==> src/rtl/delay_gate_array.sv <==
// Clocked, synthesizable stand-in for a delayed bitwise gate: op(a, b) is driven onto w
// after a runtime delay, using either a transport (history tap) or an inertial (per-lane filter) model.
module delay_gate_array #(
  parameter int WIDTH     = 8,
  parameter int MAX_DELAY = 16,
  parameter int DLY_W     = $clog2(MAX_DELAY + 1)
) (
  input  logic             clk,
  input  logic             rst,
  input  logic [WIDTH-1:0] a,
  input  logic [WIDTH-1:0] b,
  input  logic [1:0]       op,
  input  logic             mode,
  input  logic [DLY_W-1:0] delay,
  output logic [WIDTH-1:0] w,
  output logic             w_valid,
  output logic             pulse_drop
);

  // The w register is the final delay stage, so the shift chain needs one entry fewer.
  localparam int               HIST_D = (MAX_DELAY > 1) ? MAX_DELAY - 1 : 1;
  localparam logic [DLY_W-1:0] MAX_D  = DLY_W'(MAX_DELAY);

  typedef enum logic [1:0] {
    OP_AND  = 2'b00,
    OP_OR   = 2'b01,
    OP_XOR  = 2'b10,
    OP_PASS = 2'b11
  } op_e;

  logic [WIDTH-1:0] f;
  logic [DLY_W-1:0] d_eff;
  logic [WIDTH-1:0] hist [HIST_D];
  logic [WIDTH-1:0] tap;
  logic [DLY_W-1:0] cnt     [WIDTH];
  logic [DLY_W-1:0] cnt_nxt [WIDTH];
  logic [WIDTH-1:0] w_inert;
  logic             drop;
  logic [DLY_W-1:0] fill;
  logic [DLY_W-1:0] fill_nxt;
  logic             mode_q;
  logic [DLY_W-1:0] deff_q;
  logic             chg;

  // NOTE: every combinational output gets a default before any branch, so no path can infer a latch.
  always_comb begin
    f = a;
    case (op_e'(op))
      OP_AND:  f = a & b;
      OP_OR:   f = a | b;
      OP_XOR:  f = a ^ b;
      default: f = a;
    endcase
  end

  always_comb begin
    if (delay == '0)       d_eff = DLY_W'(1);
    else if (delay > MAX_D) d_eff = MAX_D;
    else                    d_eff = delay;
  end

  // Tap k holds f from k+1 edges ago relative to the edge that loads w; D_eff = 1 is f itself.
  always_comb begin
    tap = f;
    for (int k = 1; k < MAX_DELAY; k++) begin
      if (d_eff == DLY_W'(k + 1)) tap = hist[k-1];
    end
  end

  assign chg = (mode != mode_q) || (d_eff != deff_q);

  // A mode/delay change clears every lane before threshold is considered, so the clear wins.
  always_comb begin
    cnt_nxt = cnt;
    w_inert = w;
    drop    = 1'b0;
    for (int i = 0; i < WIDTH; i++) begin
      if (chg || !mode) begin
        cnt_nxt[i] = '0;
      end else if (f[i] == w[i]) begin
        if (cnt[i] != '0) drop = 1'b1;
        cnt_nxt[i] = '0;
      end else if ((cnt[i] + DLY_W'(1)) == d_eff) begin
        w_inert[i] = f[i];
        cnt_nxt[i] = '0;
      end else begin
        cnt_nxt[i] = cnt[i] + DLY_W'(1);
      end
    end
  end

  assign fill_nxt = (fill == MAX_D) ? fill : fill + DLY_W'(1);

  // NOTE: sequential state uses non-blocking assignments only, so every register samples pre-edge values.
  always_ff @(posedge clk) begin
    if (rst) begin
      w          <= '0;
      w_valid    <= 1'b0;
      pulse_drop <= 1'b0;
      fill       <= '0;
      mode_q     <= 1'b0;
      deff_q     <= DLY_W'(1);
      // NOTE: the history is cleared on reset because stale taps would otherwise leak onto w after a reset.
      for (int k = 0; k < HIST_D; k++) hist[k] <= '0;
      for (int i = 0; i < WIDTH; i++) cnt[i] <= '0;
    end else begin
      hist[0] <= f;
      for (int k = 1; k < HIST_D; k++) hist[k] <= hist[k-1];
      cnt        <= cnt_nxt;
      w          <= mode ? w_inert : tap;
      pulse_drop <= drop;
      fill       <= fill_nxt;
      w_valid    <= (fill_nxt >= d_eff);
      mode_q     <= mode;
      deff_q     <= d_eff;
    end
  end

endmodule

==> config.mk <==
export PLATFORM = sky130hd
export DESIGN_NAME = delay_gate_array
export DESIGN_NICKNAME = d
export VERILOG_FILES = /design/src/rtl/delay_gate_array.sv
export SDC_FILE = /design/constraint.sdc
export NUM_CORES = 1
export LEC_CHECK = 0
export ABC_CLOCK_PERIOD_IN_PS = 3000
export CAP_MARGIN = 0
export CORE_MARGIN = 2
export CORE_UTILIZATION = 35
export CTS_CLUSTER_DIAMETER = 40
export DETAILED_ROUTE_END_ITERATION = 10
export SLEW_MARGIN = 20
export SYNTH_ARGS = -nofsm -noshare
export SYNTH_HDL_FRONTEND = slang
export SYNTH_SLANG_ARGS = --single-unit
==> constraint.sdc <==
create_clock -name clk -period 3 [get_ports clk]
set_input_delay 0.9 -clock clk [delete_from_list [all_inputs] [get_ports clk]]
set_output_delay 0.9 -clock clk [all_outputs]
set_load 0.005 [all_outputs]
==> flow_summary.json <==
{
  "synth_top_area_frac": 0.396,
  "synthTopCellsByArea": "dfxtp_1 (40%), nor2b_1 (8.8%), ha_1 (5.3%), nor2_1 (3.2%), xnor2_1 (3.2%)",
  "dr_total_vias": 7640,
  "finClkSkew_ns": 0.0197,
  "required_ns": 3.39,
  "cts_made_buffers": 17,
  "dpl_cell_area_um2": 10700,
  "fp.dieH_um": 166,
  "post_synth_inst_count": 994,
  "p_int_mw": 4.28,
  "hold_viol_final": 0,
  "pin_count": 36,
  "die_w_um": 166,
  "vdd_drop_max_uv": 276,
  "ys_seq_area_frac": 0.396,
  "r2r_end": "w[3]",
  "clockBufferDepth": 2,
  "busiest_layer": "met2",
  "p_leak_nw": 4.53,
  "place.detailed.hpwl_um": 19300,
  "grtUsageMet1": 0.259,
  "gr-total-overflow": 0,
  "core_um2": 25800,
  "clock_latency_ns": 0.44,
  "pwr-share-clk": 0.441,
  "grt_pass1_wl_um": 41400,
  "dr.pass1.iters": 6,
  "antenna_cells": 0,
  "grtUsageMet3": 0.0358,
  "use_met2": 0.301,
  "root_buffer": "clkbuf_16",
  "comb_power_share": 0.126,
  "period_needed_ns": 2.88,
  "reg2reg_depth": 7,
  "syn_area_um2": 9150,
  "reg2reg_from": "cnt[20]",
  "place_ws_ns": -0.360,
  "port_buffers": 35,
  "synth_area_leader_cell": "dfxtp_1",
  "min_period_over_period": 0.960,
  "drive_above_1_share": 0.181,
  "clock_sinks": 181,
  "rsz0062_at_grt": "no",
  "reg2reg_slack_ns": 0.61,
  "p_seq_frac": 0.433,
  "hold_start": "hist[1][30]",
  "rows": 59,
  "critPathKind": "input port to register",
  "swShare": 0.251,
  "min_delay_path_depth": 2,
  "htreeDepth": 4,
  "utilization": 0.438,
  "maxSlewViolCount": 0,
  "grt_antenna_before_repair": 0,
  "area_delta_synth_final_pct": 23.8,
  "synthesis.nets": 1059,
  "p_sw_mw": 1.43,
  "yosys_warnings": 0,
  "tritoncts": "built",
  "crit_arrival_ns": 3.26,
  "yosysMostFrequentCell": "dfxtp_1",
  "die-area_um2": 27400,
  "postSynthAreaPerCell_um2": 9.20,
  "setup_ws_ns": 0.121,
  "start_util": 0.354,
  "cap_violations": 0,
  "power.density_nw_per_um2": 504,
  "synth_seq_cells": 181,
  "synth_cell_types": 76,
  "routedWlPerCell_um": 17.6,
  "max-slew-margin-rel": 0.539,
  "track_usage": 0.189,
  "synth_commonest_cells": "dfxtp_1 (181), nor2b_1 (128), nor2_1 (77)",
  "status": "finished, final reports clean",
  "clk_pin_slew_ns": 0.07,
  "tightest_slew_ns": 0.691,
  "drtIter0Drc": 699,
  "crit_fanout": 2,
  "critPathCaptureType": "register",
  "postRouteAntennaNets": 0,
  "nFillCells": 2528,
  "grt_pass1_vias": 7527,
  "start_kind": "input port",
  "drt_wl_total_um": 25900,
  "gp_congestion": 0.936,
  "holdCritPathClass": "register to register",
  "synth_edf_count": 0,
  "grt_max_degree": 71,
  "final_area_um2": 11300,
  "drc": 0,
  "async_flop_share": 0,
  "nets": 1185,
  "synth_ff_type": "dfxtp_1",
  "via_per_inst": 5.20,
  "min_to": "hist[1][38]",
  "fmax_mhz": 347,
  "setup_viol": 0,
  "fin_setup_tns_ns": 0
}
[per-stage QoR]
step	power (mW)	instances	hold WS (ns)
floorplan	2.91	994	0.416
global placement	3.23	1436	0.423
detailed placement	3.23	1436	0.428
CTS	5.74	1468	0.441
global route	5.90	1468	0.453
finish	5.71	1468	0.453
[what timing repair did]
action / in CTS / in global routing
resized for setup: 0 / 2
hold buffers: 0 / 0
buffers inserted: 0 / 0
endpoints found under the setup margin: 0 / 5
[power by group through the flow]
stage | clock network, mW | registers [mW] | logic [mW]
after floorplan | 0 | 2.52 | 0.394
after detailed placement | 0 | 2.53 | 0.707
after global routing | 2.65 | 2.48 | 0.777
after CTS | 2.55 | 2.47 | 0.713
final | 2.52 | 2.47 | 0.719
after global placement | 0 | 2.53 | 0.703
[worst max-delay path, stage by stage]
cell,delay (ns)
clkdlybuf4s50_1,0.48
inv_1,0.06
ha_1,0.27
inv_1,0.03
mux4_2,0.50
a2111oi_0,0.47
nor4b_1,0.13
nor3_1,0.28
a221o_1,0.15
[state kept, by name (all words and copies together) (netlist names)]
register / cells
hist: 120
cnt: 40
w: 8
deff_q: 5
fill: 5
mode_q: 1
pulse_drop: 1
w_valid: 1
[cell type report]
cell class,count,area [um2],share of cell area
multi-input combinational,686,5010,0.442
sequential,181,3620,0.320
timing repair buffer,170,1380,0.122
clock buffer,18,429,0.0379
tap,335,419,0.0370
inverter,64,240,0.0212
clock inverter,14,219,0.0193
[per-layer routing]
layer  wire, um  up-vias  share of wire
met5          0        -              0
met4        529        0          0.020
met3       1510       42          0.058
met2      11700      262           0.45
met1      12100     3629           0.47
li1           -     3707              -
[how the worst max path moves through the flow]
stage                        start      end  cells past startpoint
final                         a[0]     w[0]                      9
after floorplan           delay[4]  w_valid                     11
after detailed placement  delay[3]  w_valid                     11
after global routing      delay[3]     w[0]                      8
after CTS                 delay[3]  w_valid                     11
after global placement    delay[3]     w[5]                      9
[cells in the final DEF, fill, tap and decap left out, drive strengths merged, types with 30 or more instances in the layout]
cell type and count:
dfxtp 181, buf 140, nor2b 129, nor2 77, inv 69, ha 39
nand3 33, xnor2 33, a21oi 32, nand2 32, clkdlybuf4s50 30, o21ai 30
[logic make-up after synthesis]
| family | share of synthesized area |
|---|---|
| mux | 0.0389 |
| flops | 0.396 |
| simple gates | 0.234 |
| buf+inv | 0.0566 |
| xor+xnor | 0.0874 |
| compound gates | 0.134 |
| fa+ha+maj | 0.0534 |
No activity file was read; power rests on OpenSTA's default activity.
